===== src/rtl/seven_segment_scanner_if.sv =====
// Load channel of the seven-segment scanner: a 16-bit hex value plus decimal
// points, offered by the source and accepted by the scanner with valid/ready.
interface seven_segment_scanner_if;
    logic        loadValid;
    logic        loadReady;
    logic [15:0] loadData;
    logic [3:0]  loadDp;

    modport master (
        output loadValid,
        output loadData,
        output loadDp,
        input  loadReady
    );

    modport slave (
        input  loadValid,
        input  loadData,
        input  loadDp,
        output loadReady
    );
endinterface


===== src/rtl/seven_segment_scanner.sv =====
// 4-digit multiplexed seven-segment driver; new values swap in only at frame ends.
// Optional macro SEVEN_SEGMENT_LEADING_ZERO_BLANK_EN darkens leading zero digits.
module seven_segment_scanner #(
    parameter int REFRESH_DIV  = 100000,
    parameter int BLANK_CYCLES = 16,
    parameter bit ACTIVE_LOW   = 1'b1
) (
    input  logic                          clock,
    input  logic                          reset,
    seven_segment_scanner_if.slave        load,
    input  logic [3:0]                    blankMask,
    output logic [7:0]                    sevenSegmentData,
    output logic [3:0]                    sevenSegmentEnable
);

    localparam int CNT_W = $clog2(REFRESH_DIV);
    localparam logic [CNT_W-1:0] CNT_LAST  = CNT_W'(REFRESH_DIV - 1);
    localparam logic [CNT_W-1:0] CNT_BLANK = CNT_W'(BLANK_CYCLES);
    localparam logic [3:0]       EN_OFF    = ACTIVE_LOW ? 4'hF : 4'h0;
    localparam logic [7:0]       SEG_OFF   = ACTIVE_LOW ? 8'hFF : 8'h00;

    logic [CNT_W-1:0] counter_q, counter_d;
    logic [1:0]       digit_q, digit_d;
    logic [15:0]      disp_q, disp_d;
    logic [3:0]       dp_q, dp_d;
    logic             pend_full_q, pend_full_d;
    logic [15:0]      pend_data_q, pend_data_d;
    logic [3:0]       pend_dp_q, pend_dp_d;
    logic [7:0]       seg_q, seg_d;
    logic [3:0]       en_q, en_d;

    logic       wrap;
    logic       frame_end;
    logic       transfer;
    logic [3:0] nibble;
    logic       dp_bit;
    logic       mask_bit;
    logic       lz_dark;
    logic       lit;

    // Font is active-high, bit order {g,f,e,d,c,b,a}.
    function automatic logic [6:0] hex_font(input logic [3:0] n);
        case (n)
            4'h0:    hex_font = 7'h3F;
            4'h1:    hex_font = 7'h06;
            4'h2:    hex_font = 7'h5B;
            4'h3:    hex_font = 7'h4F;
            4'h4:    hex_font = 7'h66;
            4'h5:    hex_font = 7'h6D;
            4'h6:    hex_font = 7'h7D;
            4'h7:    hex_font = 7'h07;
            4'h8:    hex_font = 7'h7F;
            4'h9:    hex_font = 7'h6F;
            4'hA:    hex_font = 7'h77;
            4'hB:    hex_font = 7'h7C;
            4'hC:    hex_font = 7'h39;
            4'hD:    hex_font = 7'h5E;
            4'hE:    hex_font = 7'h79;
            default: hex_font = 7'h71;
        endcase
    endfunction

    assign load.loadReady     = ~pend_full_q;
    assign wrap               = (counter_q == CNT_LAST);
    assign frame_end          = wrap && (digit_q == 2'd3);
    assign transfer           = load.loadValid && ~pend_full_q;
    assign sevenSegmentData   = seg_q;
    assign sevenSegmentEnable = en_q;

    always_comb begin
        // NOTE: every combinational output gets a default first so no path leaves it unassigned (no latch).
        counter_d   = wrap ? '0 : counter_q + CNT_W'(1);
        digit_d     = wrap ? digit_q + 2'd1 : digit_q;
        disp_d      = disp_q;
        dp_d        = dp_q;
        pend_full_d = pend_full_q;
        pend_data_d = pend_data_q;
        pend_dp_d   = pend_dp_q;

        if (frame_end && pend_full_q) begin
            disp_d      = pend_data_q;
            dp_d        = pend_dp_q;
            pend_full_d = 1'b0;
        end
        // A transfer only happens into an empty slot, so it never collides with the commit above.
        if (transfer) begin
            pend_full_d = 1'b1;
            pend_data_d = load.loadData;
            pend_dp_d   = load.loadDp;
        end
    end

    always_comb begin
        nibble   = disp_q[3:0];
        dp_bit   = dp_q[0];
        mask_bit = blankMask[0];
        lz_dark  = 1'b0;
        case (digit_q)
            2'd1: begin
                nibble   = disp_q[7:4];
                dp_bit   = dp_q[1];
                mask_bit = blankMask[1];
`ifdef SEVEN_SEGMENT_LEADING_ZERO_BLANK_EN
                lz_dark  = (disp_q[15:4] == 12'h000);
`endif
            end
            2'd2: begin
                nibble   = disp_q[11:8];
                dp_bit   = dp_q[2];
                mask_bit = blankMask[2];
`ifdef SEVEN_SEGMENT_LEADING_ZERO_BLANK_EN
                lz_dark  = (disp_q[15:8] == 8'h00);
`endif
            end
            2'd3: begin
                nibble   = disp_q[15:12];
                dp_bit   = dp_q[3];
                mask_bit = blankMask[3];
`ifdef SEVEN_SEGMENT_LEADING_ZERO_BLANK_EN
                lz_dark  = (disp_q[15:12] == 4'h0);
`endif
            end
            default: ;
        endcase

        // Segments follow the enable: nothing is driven during the dead time or for a dark digit.
        lit   = (counter_q >= CNT_BLANK) && !mask_bit && !lz_dark;
        en_d  = lit ? (4'b0001 << digit_q) : 4'b0000;
        seg_d = lit ? {dp_bit, hex_font(nibble)} : 8'h00;
        if (ACTIVE_LOW) begin
            en_d  = ~en_d;
            seg_d = ~seg_d;
        end
    end

    always_ff @(posedge clock or posedge reset) begin
        if (reset) begin
            counter_q   <= '0;
            digit_q     <= 2'd0;
            disp_q      <= 16'h0000;
            dp_q        <= 4'h0;
            pend_full_q <= 1'b0;
            pend_data_q <= 16'h0000;
            pend_dp_q   <= 4'h0;
            seg_q       <= SEG_OFF;
            en_q        <= EN_OFF;
        end else begin
            // NOTE: sequential state uses non-blocking assignments so every register sees pre-edge values.
            counter_q   <= counter_d;
            digit_q     <= digit_d;
            disp_q      <= disp_d;
            dp_q        <= dp_d;
            pend_full_q <= pend_full_d;
            pend_data_q <= pend_data_d;
            pend_dp_q   <= pend_dp_d;
            seg_q       <= seg_d;
            en_q        <= en_d;
        end
    end

endmodule

===== src/flat_wrapper.sv =====
// flat-port wrapper written by rule: the top's interface ports become plain ports
module seven_segment_scanner_flat 
#(
    parameter int REFRESH_DIV  = 100000,
    parameter int BLANK_CYCLES = 16,
    parameter bit ACTIVE_LOW   = 1'b1
)
  (clock, reset, blankMask, sevenSegmentData, sevenSegmentEnable, load_loadValid, load_loadData, load_loadDp, load_loadReady);
  seven_segment_scanner_if load_i ();
  input  logic clock;
  input  logic reset;
  input  logic [3:0] blankMask;
  output logic [7:0] sevenSegmentData;
  output logic [3:0] sevenSegmentEnable;
  input wire logic [$bits(load_i.loadValid)-1:0] load_loadValid;
  input wire logic [$bits(load_i.loadData)-1:0] load_loadData;
  input wire logic [$bits(load_i.loadDp)-1:0] load_loadDp;
  output wire logic [$bits(load_i.loadReady)-1:0] load_loadReady;
  assign load_i.loadValid = load_loadValid;
  assign load_i.loadData = load_loadData;
  assign load_i.loadDp = load_loadDp;
  assign load_loadReady = load_i.loadReady;
  seven_segment_scanner #(.REFRESH_DIV(REFRESH_DIV), .BLANK_CYCLES(BLANK_CYCLES), .ACTIVE_LOW(ACTIVE_LOW)) u_core (.clock(clock), .reset(reset), .load(load_i), .blankMask(blankMask), .sevenSegmentData(sevenSegmentData), .sevenSegmentEnable(sevenSegmentEnable));
endmodule

===== config.mk =====
export PLATFORM = sky130hd
export DESIGN_NAME = seven_segment_scanner_flat
export DESIGN_NICKNAME = d
export VERILOG_FILES = /design/src/rtl/seven_segment_scanner_if.sv /design/src/rtl/seven_segment_scanner.sv /design/src/flat_wrapper.sv
export SDC_FILE = /design/constraint.sdc
export NUM_CORES = 1
export LEC_CHECK = 0
export ABC_AREA = 1
export CORE_MARGIN = 3
export CORE_UTILIZATION = 50
export CTS_BUF_LIST = sky130_fd_sc_hd__clkbuf_16
export CTS_CLUSTER_DIAMETER = 40
export DETAILED_ROUTE_END_ITERATION = 10
export GPL_TIMING_DRIVEN = 0
export PLACE_DENSITY = 0.77
export SYNTH_ARGS = -nofsm -noshare
export SYNTH_HDL_FRONTEND = slang
export SYNTH_SLANG_ARGS = --single-unit
export TNS_END_PERCENT = 100

===== constraint.sdc =====
create_clock -name clock -period 2.65 [get_ports clock]
set_input_delay 0.6625 -clock clock [delete_from_list [all_inputs] [get_ports clock]]
set_output_delay 0.6625 -clock clock [all_outputs]
set_load 0.02 [all_outputs]

==> impl_metrics.toml <==
[worst_setup_path]
reg2reg_depth = 12
cp_cell_sequence = "inv_1, ha_1, inv_1, clkbuf_8, nand2_1, o21bai_1, ha_1, inv_1, nand2_1, nand2_1, nand2_1, nand3_1"
crit_top_cell = "nand2_1"
r2r_slack_ns = 0.48
cp.required_ns = 2.91
reg2reg_from = "u_core.digit_q[0]"
critPathMaxStageDelay_ns = 0.39
cpMaxStageDelayCell = "o21bai_1"
crit_fanout = 10
end_kind = "flip-flop"
criticalPathCategory = "reg -> reg"
reg2reg_to = "u_core.sevenSegmentData[3]"
critPathArrivalTime_ns = 2.43
crit_buf_inv = 4
crit_family = "adder cells"
crit_cells = 12
cp-start-kind = "flip-flop"

[routing]
post-route-drc-count = 0
dr_total_vias = 2786
drt-pass1-iter-count = 4
wl_met2_mm = 3.628
wl_met3_um = 239
wire_per_inst_um = 13.09
highest_layer = "met4"
via_per_inst = 5.056
drt_wl_total_mm = 7.214
ant_nets = 0
drt_iter0_markers = 99
wl_met1_mm = 3.269

[die]
core_um2 = 6604
rows = 29
start_util = 0.5343
dieArea_um2 = 8101
pin_count = 40
die_w_um = 90.01
die_y_um = 90.01

[min_path]
min_to = "u_core.sevenSegmentData[7]"
hp-start = "u_core.dp_q[0]"
hold_depth = 1
hp-class = "reg -> reg"

[logic_synthesis]
synth-edff-count = 0
syn_avg_cell_area_um2 = 8.755
synth_flop_cell = "dfrtp_1"
synth_nets = 441
ys_ff_latch = 72
ys_async_sr_fraction = 1.000
synth_cells = 403
yosysSeqAreaShare = 0.5149
synth_area_um2 = 3528
yosysWarnings = 0
yosysUniqueCellTypes = 27

[place]
place_hpwl_mm = 5.132
port_buffers = 39
gp_congestion = 0.8687

[flow_run]
cap_violations = 0

[cells_and_area]
layout-drive-gt1-share = 0.1397
seq_area_um2 = 1817
nNetsFinal = 491
layout_common_cells = "122 x nand2_1, 60 x dfrtp_1, 39 x inv_1, 39 x clkdlybuf4s50_1, 37 x nor2_1"
multi_input_area_um2 = 1481
nFillCells = 553
n_antenna_cell = 0
syn2layout_area_growth_pct = 22.84
layout_commonest_cell = "nand2_1"

[cts]
clkTransAtPathRegs_ns = 0.06
cts-root-buf = "clkbuf_16"
worstSkewPairLatency_ns = 0.33
hold_buffers = 0
clock_path_buffers = 2
cts.htree.levels = 3
clkSinkCount = 72
cts_setup_buffers = 0
cts_resized = 0
cts_buffers = 9
cts_tree = "built"

[grt]
grt_pass1_vias = 2723
grt_max_degree = 73
grt.overflow.total = 0
antenna_found_initial = 0
grt_pass1_wl_mm = 12.70
grt_usage = 0.1914

[pwr]
power_density_nw_per_um2 = 570.5
leakagePower_uw = 0.002078
vdd_drop_max_mv = 0.4518

[sta]
clock-skew-final_ns = 0.006105
fmax_ghz = 0.4615
finalMaxSlewViolations = 0
period_share = 0.8177
max-slew-margin-rel = 0.4277
hold_viol = 0
fin_crit_ns = 2.167
finalSetupTns_ns = 0
worst_pin_slew_ns = 0.8584
rsz0062_at_grt = "false"
finalSetupViolCount = 0
holdWs_ns = 0.4633

[run_status]
status = "completed"
## routing by layer
layer | up-vias | track usage
li1 | 1407 | -
met4 | 0 | 0.06122
met2 | 49 | 0.3261
met5 | - | 0
met3 | 6 | 0.04591
met1 | 1324 | 0.2402
## synth_stat cells (all sizes together), types with 2 or more instances
master,instances,area share
clkinv,2,0.0021
o21bai,3,0.0064
mux2,20,0.064
nor3,8,0.014
dfrtp,60,0.43
buf,9,0.013
inv,41,0.044
o21ai,8,0.012
nand4,27,0.048
nor2,38,0.041
ha,11,0.039
dfstp,12,0.089
a21oi,6,0.0085
nand3,22,0.031
nand2,122,0.13
xor2,7,0.017
clkbuf,3,0.0060
## worst reg2reg max path, cell delays in order (launching register included)
cell	delay, ns
dfrtp_1	0.38
inv_1	0.11
ha_1	0.24
inv_1	0.08
clkbuf_8	0.16
nand2_1	0.08
o21bai_1	0.39
ha_1	0.32
inv_1	0.07
nand2_1	0.05
nand2_1	0.08
nand2_1	0.05
nand3_1	0.08
## cell type report
cell class / count / share of cell area
Inverter: 43 / 0.03782
Clock inverter: 7 / 0.01645
Tap cell: 93 / 0.02685
Sequential cell: 72 / 0.4192
Buffer: 12 / 0.01588
Multi-Input combinational cell: 276 / 0.3418
Timing Repair Buffer: 39 / 0.09007
Clock buffer: 9 / 0.05196
## stage by stage
step	std cells	cell area, um2	total power [uW]	util	setup slack [ns]
after floorplan	403	3528	1237	-	0.1824
after global placement	535	4035	1298	0.6110	-0.9719
after detailed placement	535	4038	1306	0.6114	0.5397
after CTS	551	4334	2506	0.6563	0.4843
after global routing	551	4334	2571	0.6563	0.3189
final	551	4334	2473	0.6563	0.4831
## where the power goes
group          internal, uW  total [uW]  switching (uW)
Sequential             1150        1170            20.6
Clock                   727        1190             461
Combinational          69.4         118            48.5
## flip-flops by register name (all words and copies together) (netlist names)
register                   cells
u_core.sevenSegmentEnable      4
u_core.sevenSegmentData        8
u_core.counter_q              17
u_core.dp_q                    4
u_core.digit_q                 2
u_core.disp_q                 16
u_core.pend_data_q            16
u_core.pend_dp_q               4
u_core.pend_full_q             1
## kinds of logic (layout without fill, tap and decap cells)
group	after synthesis	after routing	share of synthesized area
adders and majority gates	11	11	0.03901
DFF	72	72	0.5149
xor gates and xnor gates	7	7	0.01738
muxes	20	20	0.06383
buffers and inverters	55	110	0.06525
AOI/OAI and AO/OA	18	18	0.02979
and+or+nand+nor	220	220	0.2699
## worst max path at each step
stage / start / endpoint / slack (ns)
final: u_core.digit_q[0] / u_core.sevenSegmentData[3] / 0.48
after global routing: u_core.digit_q[1] / u_core.sevenSegmentData[3] / 0.32
after CTS: u_core.digit_q[0] / u_core.sevenSegmentData[3] / 0.48
after detailed placement: u_core.digit_q[0] / u_core.sevenSegmentData[3] / 0.54
after global placement: reset / u_core.pend_dp_q[1] / -0.97
after floorplan: reset / u_core.counter_q[0] / 0.18
(Power assumes the default switching activity.)
